### src/rtl/prml_viterbi_soft_if.sv
// Sample/decision bus of the soft 1-D PRML Viterbi detector.
// The master drives samples and the counter clear; the slave returns decoded bits.
interface prml_viterbi_soft_if #(
  parameter int IN_W  = 6,
  parameter int CNT_W = 16
);
  logic                   in_valid;
  logic signed [IN_W-1:0] in_sample;
  logic                   clear_cnt;
  logic                   out_valid;
  logic                   out;
  logic                   error;
  logic [CNT_W-1:0]       err_count;

  modport master (
    output in_valid, in_sample, clear_cnt,
    input  out_valid, out, error, err_count
  );

  modport slave (
    input  in_valid, in_sample, clear_cnt,
    output out_valid, out, error, err_count
  );
endinterface

### src/rtl/prml_viterbi_soft.sv
// Two-state soft-decision Viterbi detector for the 1-D (dicode) channel with
// normalized saturating path metrics and register-exchange survivors.
module prml_viterbi_soft #(
  parameter int IN_W     = 6,
  parameter int AMP      = 16,
  parameter int PM_W     = 10,
  parameter int TB_DEPTH = 16,
  parameter int ERR_TH   = 8,
  parameter int CNT_W    = 16
) (
  input  logic                clock,
  input  logic                reset,
  prml_viterbi_soft_if.slave  bus
);

  localparam int BM_W   = IN_W + 1;
  localparam int FILL_W = $clog2(TB_DEPTH + 1);
  localparam logic [FILL_W-1:0] FILL_FULL  = FILL_W'(TB_DEPTH);
  localparam logic [PM_W-1:0]   PM_MAX     = {PM_W{1'b1}};
  localparam logic [CNT_W-1:0]  CNT_MAX    = {CNT_W{1'b1}};
  localparam logic [31:0]       ERR_TH_U   = 32'(ERR_TH);

  // |x - e| evaluated one bit wider than the sample so it never wraps
  function automatic logic [BM_W-1:0] branch_metric(
    input logic signed [IN_W-1:0] x,
    input logic signed [BM_W-1:0] e
  );
    logic signed [BM_W-1:0] xs;
    logic signed [BM_W-1:0] d;
    xs = {x[IN_W-1], x};
    d  = xs - e;
    return d[BM_W-1] ? (-d) : d;
  endfunction

  function automatic logic [PM_W-1:0] sat_add(
    input logic [PM_W-1:0] a,
    input logic [BM_W-1:0] b
  );
    logic [PM_W:0] sum;
    sum = {1'b0, a} + (PM_W+1)'(b);
    return sum[PM_W] ? PM_MAX : sum[PM_W-1:0];
  endfunction

  logic [1:0][PM_W-1:0]     pm_reg;
  logic [1:0][TB_DEPTH-1:0] surv_reg;
  logic [1:0][BM_W-1:0]     lastbm_reg;
  logic [FILL_W-1:0]        fill_reg;
  logic                     best_reg;
  logic                     out_valid_reg;
  logic [CNT_W-1:0]         err_count_reg;

  logic [1:0][PM_W-1:0]     acs_pm;
  logic [1:0][BM_W-1:0]     acs_bm;
  logic [1:0][TB_DEPTH-1:0] acs_surv;
  logic [1:0][PM_W-1:0]     pm_next;
  logic [PM_W-1:0]          pm_min;
  logic                     best_next;
  logic [FILL_W-1:0]        fill_next;
  logic                     error_now;

  // One ACS unit per destination state gi (gi is also the newest survivor bit)
  for (genvar gi = 0; gi < 2; gi++) begin : g_acs
    localparam logic signed [BM_W-1:0] EXP_FROM0 = (gi == 1) ? BM_W'(AMP)  : '0;
    localparam logic signed [BM_W-1:0] EXP_FROM1 = (gi == 0) ? BM_W'(-AMP) : '0;
    localparam logic                   NEW_BIT   = (gi == 1) ? 1'b1 : 1'b0;

    logic [BM_W-1:0]     bm0;
    logic [BM_W-1:0]     bm1;
    logic [PM_W-1:0]     cand0;
    logic [PM_W-1:0]     cand1;
    logic                take1;
    logic [TB_DEPTH-1:0] chosen;

    assign bm0    = branch_metric(bus.in_sample, EXP_FROM0);
    assign bm1    = branch_metric(bus.in_sample, EXP_FROM1);
    assign cand0  = sat_add(pm_reg[0], bm0);
    assign cand1  = sat_add(pm_reg[1], bm1);
    // strict compare: ties resolve toward predecessor state 0
    assign take1  = (cand1 < cand0);
    assign chosen = take1 ? surv_reg[1] : surv_reg[0];

    assign acs_pm[gi]   = take1 ? cand1 : cand0;
    assign acs_bm[gi]   = take1 ? bm1 : bm0;
    assign acs_surv[gi] = {chosen[TB_DEPTH-2:0], NEW_BIT};
  end

  always_comb begin
    best_next  = (acs_pm[1] < acs_pm[0]);
    pm_min     = best_next ? acs_pm[1] : acs_pm[0];
    pm_next[0] = acs_pm[0] - pm_min;
    pm_next[1] = acs_pm[1] - pm_min;
    fill_next  = (fill_reg == FILL_FULL) ? fill_reg : fill_reg + 1'b1;
  end

  always_ff @(posedge clock or negedge reset) begin
    if (!reset) begin
      pm_reg[0]     <= '0;
      pm_reg[1]     <= PM_MAX;
      surv_reg      <= '0;
      lastbm_reg    <= '0;
      fill_reg      <= '0;
      best_reg      <= 1'b0;
      out_valid_reg <= 1'b0;
    end else begin
      out_valid_reg <= 1'b0;
      if (bus.in_valid) begin
        pm_reg        <= pm_next;
        surv_reg      <= acs_surv;
        lastbm_reg    <= acs_bm;
        fill_reg      <= fill_next;
        best_reg      <= best_next;
        out_valid_reg <= (fill_next == FILL_FULL);
      end
    end
  end

  // Outputs decode straight from held state, so they freeze while in_valid is low
  assign error_now = (32'(lastbm_reg[best_reg]) > ERR_TH_U);

  always_ff @(posedge clock or negedge reset) begin
    if (!reset) begin
      err_count_reg <= '0;
    end else if (bus.clear_cnt) begin
      err_count_reg <= '0;
    end else if (out_valid_reg && error_now && (err_count_reg != CNT_MAX)) begin
      err_count_reg <= err_count_reg + 1'b1;
    end
  end

  assign bus.out_valid = out_valid_reg;
  assign bus.out       = surv_reg[best_reg][TB_DEPTH-1];
  assign bus.error     = error_now;
  assign bus.err_count = err_count_reg;

endmodule

### src/flat_wrapper.sv
// flat-port wrapper written by rule: the top's interface ports become plain ports
module prml_viterbi_soft_flat 
#(
  parameter int IN_W     = 6,
  parameter int AMP      = 16,
  parameter int PM_W     = 10,
  parameter int TB_DEPTH = 16,
  parameter int ERR_TH   = 8,
  parameter int CNT_W    = 16
)
  (clock, reset, bus_in_valid, bus_in_sample, bus_clear_cnt, bus_out_valid, bus_out, bus_error, bus_err_count);
  prml_viterbi_soft_if #(.IN_W(IN_W), .CNT_W(CNT_W)) bus_i ();
  input  logic clock;
  input  logic reset;
  input wire logic [$bits(bus_i.in_valid)-1:0] bus_in_valid;
  input wire logic [$bits(bus_i.in_sample)-1:0] bus_in_sample;
  input wire logic [$bits(bus_i.clear_cnt)-1:0] bus_clear_cnt;
  output wire logic [$bits(bus_i.out_valid)-1:0] bus_out_valid;
  output wire logic [$bits(bus_i.out)-1:0] bus_out;
  output wire logic [$bits(bus_i.error)-1:0] bus_error;
  output wire logic [$bits(bus_i.err_count)-1:0] bus_err_count;
  assign bus_i.in_valid = bus_in_valid;
  assign bus_i.in_sample = bus_in_sample;
  assign bus_i.clear_cnt = bus_clear_cnt;
  assign bus_out_valid = bus_i.out_valid;
  assign bus_out = bus_i.out;
  assign bus_error = bus_i.error;
  assign bus_err_count = bus_i.err_count;
  prml_viterbi_soft #(.IN_W(IN_W), .AMP(AMP), .PM_W(PM_W), .TB_DEPTH(TB_DEPTH), .ERR_TH(ERR_TH), .CNT_W(CNT_W)) u_core (.clock(clock), .reset(reset), .bus(bus_i));
endmodule
### config.mk
export PLATFORM = sky130hd
export DESIGN_NAME = prml_viterbi_soft_flat
export DESIGN_NICKNAME = d
export VERILOG_FILES = /design/src/rtl/prml_viterbi_soft_if.sv /design/src/rtl/prml_viterbi_soft.sv /design/src/flat_wrapper.sv
export SDC_FILE = /design/constraint.sdc
export NUM_CORES = 1
export LEC_CHECK = 0
export BUFFER_PORTS_ARGS = -buffer_cell sky130_fd_sc_hd__buf_2
export CORE_MARGIN = 4
export CORE_UTILIZATION = 50
export CTS_BUF_LIST = sky130_fd_sc_hd__clkbuf_16
export CTS_CLUSTER_SIZE = 20
export DETAILED_ROUTE_END_ITERATION = 16
export HOLD_SLACK_MARGIN = 0.1
export PLACE_DENSITY = 0.71
export SKIP_LAST_GASP = 1
export SLEW_MARGIN = 40
export SYNTH_ARGS = -nofsm -noshare
export SYNTH_HDL_FRONTEND = slang
export SYNTH_SLANG_ARGS = --single-unit
### constraint.sdc
create_clock -name clock -period 9.25 [get_ports clock]
set_clock_uncertainty 0.1 [all_clocks]
set_input_delay 0.4625 -clock clock [delete_from_list [all_inputs] [get_ports clock]]
set_output_delay 0.4625 -clock clock [all_outputs]
set_load 0.01 [all_outputs]
==> impl_results.md <==
- Status: finished clean
- Total negative setup slack: 0 ps
- HPWL Detailed: 14600 um
- Reg clk slew, reported paths: 80 ps
- Clk buf depth: 2
- CP Data Required Time: 9400 ps
- Yosys Warn Count: 0
- # fillers: 1366
- Max-cap violations: 0
- Crit path max-delay cell type: a311oi_4
- Syn Area/Cell: 8.45 um2
- Starting DRT DRC Count: 531
- CP startpoint: bus_in_sample[0]
- Htree depth: 3
- Dpl cells: 1093
- Critical Path Source Type: primary input
- Via total after detailed routing: 6595
- RSZ-0062 raised after global routing: no
- Final Non-Filler Cells: 1112
- Cell taking the most area after synthesis: dfrtp_1
- Sequential-to-total area share from yosys stat: 0.287
- Io pins: 29
- CTS buffer count: 9
- DRC viols: 0
- FF-to-FF setup slack: 1100 ps
- Crit path max fanout: 6
- Wire per inst: 17.3 um
- Max reg flops: 31
- Ys flop type: dfrtp_1
- First-pass GRT wire length: 31600 um
- Die ar.: 17300 um2
- Initial antenna violation count: 0
- Cell Rows: 44
- Clock sinks: 87
- Routed vias/inst: 5.93
- Min Clock Period, post-route: 8600 ps
- CP peak stage delay: 500 ps
- Initial core utilization: 0.517
- Worst reg2reg startpoint: u_core.pm_reg[0]
- Mapped Area: 7630 um2
- Final Setup Violations: 0
- GP Congestion: 0.946
- Syn_nets: 993
- Worst slew pin tran: 731 ps
- WL final: 19200 um
- Critical Path Sink: u_core.pm_reg[8]
- Final period util: 0.930
- CP Class: in -> reg
- Largest net degree at the start of global routing: 91
- EDFF count, synth: 0
- Crit path arrival time: 8750 ps
- Layout cells sized above 1: 0.116
- Largest cells by area after synthesis: dfrtp_1, ha_1, mux2i_1
- Drt pass-1 iters: 6
- Post-synthesis to final-layout area growth: 8.94%
- #FFs+latches synth: 87
- Gr usage total: 0.222
- Core Box Area: 14800 um2
- Achievable Freq: 116 MHz
- Gr ovfl total: 0
- Setup crit end kind: flip-flop
- Post-route antenna net violation count: 0
- FF-to-FF End: u_core.pm_reg[8]
- Final Hold Vio Count: 0
- Fin Hold WS: 342 ps
- Hold Crit Class: in -> reg
- CTS tree: done
- Top-area cell type share of the netlist area: 0.253
- Fin. max-slew vios: 0
- R2r worst-path depth: 35
- Cells after synthesis: 903
- Clock latency at the later pin of the worst-skew pair: 350 ps
- Most frequent CP cell: ha_1
- Slew Limit Headroom: 0.510
- Clock root buffer: clkbuf_16
- Post-synth cell types: 71
- Chip height: 132 um
- Vias in the first global route: 6026
- Async set-reset flop share out of synthesis: 1.00
- Chip Width: 132 um
- Fin nets: 1013
- Antenna fix cells: 0
- Port buffer count: 28
## cell usage in the layout, fill, tap and decap left out, types with 6 or more instances in the layout
master,synthesis,routed
clkbuf_16,0,9
o31ai_1,11,11
nor2_1,111,110
nand2b_1,10,10
mux2_2,21,21
xor2_1,20,20
inv_1,64,64
nor3_1,19,19
o21ai_0,46,46
o21bai_1,10,10
buf_2,3,26
a21oi_1,88,86
buf_4,0,8
nor2b_1,6,6
o211ai_1,8,8
and3_1,13,13
nand2_1,55,55
dfrtp_1,77,77
o21a_1,6,6
a31oi_1,6,6
nand3_1,20,20
xnor2_1,33,33
mux2i_1,49,47
ha_1,76,76
a21o_1,10,10
or3_1,12,12
dfstp_2,10,10
and2_1,8,8
## worst min path at each step
stage	startpoint	end	slack [ps]	cells after the start
3_5_place_dp	reset	u_core.pm_reg[5]	270	1
6_report	bus_in_sample[0]	u_core.lastbm_reg[7]	340	2
2_1_floorplan	reset	u_core.best_reg	70	0
5_1_grt	bus_in_sample[0]	u_core.lastbm_reg[7]	360	2
4_1_cts	bus_in_sample[0]	u_core.lastbm_reg[7]	350	2
3_3_place_gp	reset	u_core.pm_reg[5]	270	1
## synthesized netlist by cell type, types with 11 or more instances
cell and number:
nor2_1 111, a21oi_1 88, dfrtp_1 77, ha_1 76, inv_1 64, nand2_1 55, mux2i_1 49, o21ai_0 46
xnor2_1 33, clkbuf_1 25, mux2_2 21, nand3_1 20, xor2_1 20, nor3_1 19, and3_1 13, or3_1 12
o31ai_1 11
## layer usage
metal	up-vias	part of all wire	wire length (um)	GRT usage
met4	0	0.017	318	0.0537
li1	3268	-	-	-
met3	30	0.059	1130	0.0302
met2	198	0.44	8450	0.338
met1	3099	0.49	9340	0.332
met5	-	0	0	0
## final cells by class
class                           instances  area (um2)  area share
Timing Repair Buffer                   39         239      0.0288
Tap cell                              184         230      0.0277
Clock buffer                            9         225      0.0271
Clock inverter                          7        72.6     0.00873
Inverter                               65         244      0.0294
Sequential cell                        87        2190       0.263
Multi-Input combinational cell        721        5110       0.615
## worst max-delay path: cells and delay by family
kind	cells	cell delay (ps)
AOI/OAI and AO/OA	15	3100
adders and majority gates	6	1760
buffers and inverters	5	700
muxes	4	1270
and+or+nand+nor	9	1460
## cells by family (layout without fill, tap and decap cells)
| family | Yosys count | in the layout | share of synthesized area |
|---|---|---|---|
| AND/OR/NAND/NOR | 281 | 281 | 0.173 |
| AO/OA/AOI/OAI | 236 | 236 | 0.199 |
| buffers and inverters | 95 | 120 | 0.0472 |
| flip-flops | 87 | 87 | 0.287 |
| adder cells (fa/ha/maj) | 80 | 80 | 0.135 |
| multiplexers | 71 | 71 | 0.0973 |
| XOR/XNOR | 53 | 53 | 0.0609 |
## what timing repair did
| action | CTS | global route |
|---|---|---|
| buffers inserted | 0 | 2 |
| endpoints found under the setup margin | 0 | 5 |
| hold buffers | 1 | 0 |
| endpoints found under the hold margin | 11 | 0 |
| gates resized for setup | 0 | 6 |
## per-stage QoR
| stage | utilization | setup WS, ps | cell area (um2) |
|---|---|---|---|
| finish | 0.563 | 648 | 8310 |
| global route | 0.563 | 17.6 | 8310 |
| CTS | 0.561 | 595 | 8270 |
| detailed placement | 0.540 | 279 | 7960 |
| global placement | 0.539 | 401 | 7960 |
| floorplan | - | 887 | 7630 |
Power is not shown: default switching activity piles up to over one toggle a cycle in this logic, so the estimate is an artifact.
